[src/rtl/alu_issue_ctrl.sv]
// Issue sequencer in front of the 8-bit ALU.
// Accepts one command per handshake and reads its operands from a 4x8
// register file (r0 reads as zero). It holds the ALU inputs for the whole
// pipeline latency, then writes the result back and latches the carry.
// Only one command is in flight at a time.
//
// state  | meaning
// IDLE   | ready for a command; ALU inputs hold the last issued op
// ISSUE  | operands on the ALU inputs; ALU samples them at the end of this cycle
// EXEC   | waiting out the rest of the ALU pipeline (wait_cnt down to zero)
// WB     | ALU result/carry valid; written back at the end of this cycle
module alu_issue_ctrl #(
  parameter int ALU_LAT = 2
) (
  input  logic       i_clk,
  input  logic       i_rstn,
  input  logic       i_cmd_valid,
  output logic       o_cmd_ready,
  input  logic [2:0] i_cmd_op,
  input  logic [1:0] i_cmd_rd,
  input  logic [1:0] i_cmd_rs1,
  input  logic [1:0] i_cmd_rs2,
  input  logic       i_cmd_imm_en,
  input  logic [7:0] i_cmd_imm,
  output logic [7:0] o_alu_a,
  output logic [7:0] o_alu_b,
  output logic [2:0] o_alu_op,
  input  logic [7:0] i_alu_result,
  input  logic       i_alu_carry,
  output logic       o_done,
  output logic [7:0] o_wb_data,
  output logic       o_carry_flag,
  output logic       o_busy,
  input  logic [1:0] i_dbg_addr,
  output logic [7:0] o_dbg_data
);

  // Wide enough to hold ALU_LAT-2, the reload value of the EXEC down-counter.
  localparam int CW = (ALU_LAT > 3) ? $clog2(ALU_LAT - 1) : 1;

  typedef enum logic [1:0] {
    S_IDLE  = 2'd0,
    S_ISSUE = 2'd1,
    S_EXEC  = 2'd2,
    S_WB    = 2'd3
  } state_t;

  state_t          state_q;
  state_t          state_d;
  logic [CW-1:0]   wait_cnt_q;
  logic [1:0]      rd_q;
  logic [7:0]      rf [4];
  logic            done_q;
  logic            accept;

  assign accept       = i_cmd_valid && (state_q == S_IDLE);
  assign o_cmd_ready  = (state_q == S_IDLE);
  assign o_busy       = (state_q != S_IDLE);
  assign o_done       = done_q;

  // r0 is never written, so the explicit zero select only guards the read.
  assign o_dbg_data = (i_dbg_addr == 2'd0) ? 8'h00 : rf[i_dbg_addr];

  // State register.
  always_ff @(posedge i_clk or negedge i_rstn) begin
    if (!i_rstn) begin
      state_q <= S_IDLE;
    end else begin
      state_q <= state_d;
    end
  end

  // Next-state decode; EXEC leaves when the down-counter reaches terminal count.
  always_comb begin
    state_d = state_q;
    case (state_q)
      S_IDLE:  if (accept) state_d = S_ISSUE;
      S_ISSUE: state_d = S_EXEC;
      S_EXEC:  if (wait_cnt_q == '0) state_d = S_WB;
      S_WB:    state_d = S_IDLE;
      default: state_d = S_IDLE;
    endcase
  end

  // EXEC wait timer: loaded in ISSUE so EXEC lasts ALU_LAT-1 cycles.
  always_ff @(posedge i_clk or negedge i_rstn) begin
    if (!i_rstn) begin
      wait_cnt_q <= '0;
    end else if (state_q == S_ISSUE) begin
      wait_cnt_q <= CW'(ALU_LAT - 2);
    end else if ((state_q == S_EXEC) && (wait_cnt_q != '0)) begin
      wait_cnt_q <= wait_cnt_q - 1'b1;
    end
  end

  // o_done is a registered decode of "entering WB", so it is high for all of WB.
  always_ff @(posedge i_clk or negedge i_rstn) begin
    if (!i_rstn) begin
      done_q <= 1'b0;
    end else begin
      done_q <= (state_d == S_WB);
    end
  end

  // Operand capture at accept; the ALU inputs stay frozen until the next accept
  // because the ALU decodes its mode from the unregistered op select.
  always_ff @(posedge i_clk or negedge i_rstn) begin
    if (!i_rstn) begin
      o_alu_a  <= 8'h00;
      o_alu_b  <= 8'h00;
      o_alu_op <= 3'd0;
      rd_q     <= 2'd0;
    end else if (accept) begin
      o_alu_a  <= (i_cmd_rs1 == 2'd0) ? 8'h00 : rf[i_cmd_rs1];
      o_alu_b  <= i_cmd_imm_en ? i_cmd_imm :
                  ((i_cmd_rs2 == 2'd0) ? 8'h00 : rf[i_cmd_rs2]);
      o_alu_op <= i_cmd_op;
      rd_q     <= i_cmd_rd;
    end
  end

  // Write-back at the end of WB; a destination of r0 discards the result.
  always_ff @(posedge i_clk or negedge i_rstn) begin
    if (!i_rstn) begin
      for (int i = 0; i < 4; i++) rf[i] <= 8'h00;
      o_wb_data    <= 8'h00;
      o_carry_flag <= 1'b0;
    end else if (state_q == S_WB) begin
      if (rd_q != 2'd0) rf[rd_q] <= i_alu_result;
      o_wb_data    <= i_alu_result;
      o_carry_flag <= i_alu_carry;
    end
  end

endmodule

[config.mk]
export PLATFORM = sky130hd
export DESIGN_NAME = alu_issue_ctrl
export DESIGN_NICKNAME = d
export VERILOG_FILES = /design/src/rtl/alu_issue_ctrl.sv
export SDC_FILE = /design/constraint.sdc
export NUM_CORES = 1
export LEC_CHECK = 0
export CORE_MARGIN = 5
export CORE_UTILIZATION = 44
export CTS_CLUSTER_DIAMETER = 150
export CTS_CLUSTER_SIZE = 24
export DETAILED_ROUTE_END_ITERATION = 7
export GPL_ROUTABILITY_DRIVEN = 1
export PLACE_DENSITY_LB_ADDON = 0.1
export SETUP_SLACK_MARGIN = 0.05
export SYNTH_ARGS = -nofsm -noshare
export SYNTH_HDL_FRONTEND = slang
export SYNTH_SLANG_ARGS = --single-unit
export TNS_END_PERCENT = 1
[constraint.sdc]
create_clock -name i_clk -period 1.6 [get_ports i_clk]
set_input_delay 0.48 -clock i_clk [delete_from_list [all_inputs] [get_ports i_clk]]
set_output_delay 0.48 -clock i_clk [all_outputs]
set_load 0.005 [all_outputs]
==> flow_metrics.tcl, run 1 <==
set metrics [dict create \
    outcome "finished with violations" \
    violations "setup timing" \
    postCtsHoldBufs 0 \
    postRouteAntennaNets 0 \
    synth_ff_type "dfrtp_1" \
    via_per_inst 5.19 \
    crit_end "o_dbg_data[3]" \
    worst_slew_pin_slew_ns 0.355 \
    ys_top_cells_by_area "dfrtp_1 53%, mux2_2 25%, a22oi_1 3.8%" \
    synth.cell_area_um2 2750 \
    htree_levels 3 \
    dieHeight_um 89.1 \
    pre_cts_ws_ns -0.994 \
    crit_arrival_ns 1.32 \
    cp-end-kind "output pin" \
    reg2reg_slack_ns 0.19 \
    syn_to_final_growth_pct 43.8 \
    avgSynthCellArea_um2 12.8 \
    drt_iter0_drc 59 \
    netlist_instances 215 \
    numPortBuffers 70 \
    synth_top_area_share_pct 52.7 \
    antenna_found_initial 0 \
    synthMuxAreaShare_pct 25.5 \
    die_area_um2 7940 \
    clock_skew_ns 0.00981 \
    synth_edf_count 0 \
    cts_tree "built" \
    synth_simple_gate_area_share_pct 7.59 \
    reg2reg_to "o_alu_a[6]" \
    fmax_mhz 555 \
    rsz0062_at_grt "true" \
    grt_pass1_wl_mm 10.9 \
    synth-compound-area-share_pct 10.0 \
    synthArstFlopShare_pct 100 \
    cts_buffers 9 \
    dp_hpwl_mm 4.96 \
    grt_overflow 0 \
    fin_cells 404 \
    seq_area_frac_synth_pct 52.7 \
    synth_fa_ha_area_share_pct 0 \
    crit_start "i_dbg_addr[1]" \
    drcViolationCount 0 \
    via_count 2095 \
    syn_nets 247 \
    first_global_vias 2169 \
    cts_sinks 58 \
    grt_usage_pct 18.4 \
    setup_slack_ns -0.201 \
    hold_ws_ns 0.149 \
    die_x_um 89.1 \
    path_clk_slew_ns 0.06 \
    rows 28 \
    critPathRequiredTime_ns 1.12 \
    period_needed_ns 1.80 \
    gp_congestion 0.782 \
    root_buffer "clkbuf_8" \
    synth-seq-cells 58 \
    slew_violations 0 \
    rr_worst_depth 6 \
    timing.slew.headroom_pct 76.3 \
    synth_cell_types 24 \
    p_leak_uw 0.00179 \
    fin_nets 359 \
    finalHoldViolCount 0 \
    clkLatencyLatePin_ns 0.32 \
    fillCellCount 458 \
    yosysWarnings 0 \
    drv_cap 0 \
    holdCritPathClass "in -> async" \
    r2r_start "state_q[1]" \
    pin_count 71 \
    yosysTopAreaCell "dfrtp_1" \
    path_class "in -> out" \
    synth_top_family_by_area "multiplexers" \
    coreArea_um2 5990 \
    drive_above_1_share_pct 42.2 \
    diodes 0 \
    routedWlPerCell_um 16.3 \
    finalCritPeriodShare_pct 113 \
    dr.pass1.iters 4 \
    grt_max_degree 59 \
    placed_cells 388 \
    ir_worst_vdd_mv 0.957 \
    synth-xor-area-share_pct 0.318 \
    crit_fanout 7 \
    startpoint_type "input pin" \
    tns_ns -1.40 \
    powerDensity_nw_per_um2 1790 \
    wirelength_mm 6.57 \
    start_util_pct 46.0 \
    finalSetupViolations 8 \
    clockBufferDepth 2 \
]
-- registers in the layout, summed over array words and instances, names as in the netlist --
| signal | count |
|---|---|
| wait_cnt_q | 1 |
| o_wb_data | 8 |
| o_carry_flag | 1 |
| state_q | 2 |
| o_done | 1 |
| rf | 24 |
| o_alu_a | 8 |
| rd_q | 2 |
| o_alu_op | 3 |
| o_alu_b | 8 |
-- metal layers --
metal  track usage, %  vias to the layer above  share of wire (%)
li1                 -                     1013                  -
met1             25.7                     1020                 47
met2             27.6                       58                 46
met3             4.24                        4                5.8
met4             7.98                        0               0.91
met5                0                        -                  0
-- power breakdown --
group	switching, uW	internal (uW)
clock network	522	535
logic	1320	2100
registers	397	2220
total	2240	4860
-- critical path: stages --
cell	delay, ns
buf_12	0.12
buf_6	0.12
mux2_4	0.28
a22o_1	0.19
buf_2	0.13
-- cell families after synthesis --
kind of cell	count (synthesis)
AOI/OAI and AO/OA	39
xor gates and xnor gates	1
and+or+nand+nor	38
DFF	58
muxes	62
buffers and inverters	17
-- layout make-up --
cell class | instances | area [um2] | share of cell area [%]
multi-input cells | 140 | 1240 | 31.2
inverters | 2 | 7.51 | 0.190
repair buffers | 116 | 1030 | 26.0
flip-flops and latches | 58 | 1450 | 36.7
well taps | 75 | 93.8 | 2.37
clock buffers | 12 | 135 | 3.41
clock inverters | 1 | 5.00 | 0.126
-- metrics by stage --
step	util (%)	area, um2	total power, uW
2_1_floorplan	-	2780	4350
3_3_place_gp	64.1	3840	6290
3_5_place_dp	64.1	3840	6400
4_1_cts	65.9	3950	7130
5_1_grt	66.1	3960	7660
6_report	66.1	3960	7100
-- worst min path at each step --
stage | end | slack, ns | cells after the start
global placement | o_done | 0.42 | 1
finish | o_alu_a[0] | 0.15 | 2
CTS | o_alu_b[3] | 0.16 | 2
global route | o_alu_op[2] | 0.17 | 2
detailed placement | o_done | 0.44 | 1
floorplan | o_alu_a[0] | 0.18 | 0
-- cells in the mapped netlist, types with 2 or more instances --
cell	count
mux2_2	61
nand4b_2	2
clkbuf_1	2
a22oi_1	14
nand2_1	9
a22o_1	8
dfrtp_1	58
buf_6	3
nor3b_2	2
inv_1	2
buf_2	5
nor2_1	18
a21oi_1	8
nor2b_1	3
a31oi_1	8
buf_4	4
-- what timing repair did --
action,in CTS,in global routing
pin swaps,3,3
setup endpoints to repair,54,17
buffers inserted,3,1
resized for setup,73,12
-- placed cells by master (no fill, tap or decap), types with 2 or more instances in the layout --
cell type         n
clkbuf_8          9
a21oi_1           8
clkdlybuf4s50_1  26
a22oi_1          13
buf_2             8
nand2_1           9
buf_6             3
clkbuf_2          2
dfrtp_1          58
mux2_4            6
mux2_2           56
a31oi_1           8
buf_4            39
nor2_1           17
buf_12            5
nand4b_2          2
a22o_1            8
dlygate4sd2_1    32
clkbuf_1          3
inv_1             2
(Power assumes the default switching activity.)
==> run 2, diff against run 1 <==
HOLD_SLACK_MARGIN = 0.08   (was unset)
==> results of run 2 <==
The final DEF is identical to that of run 1; final timing and power are the same.
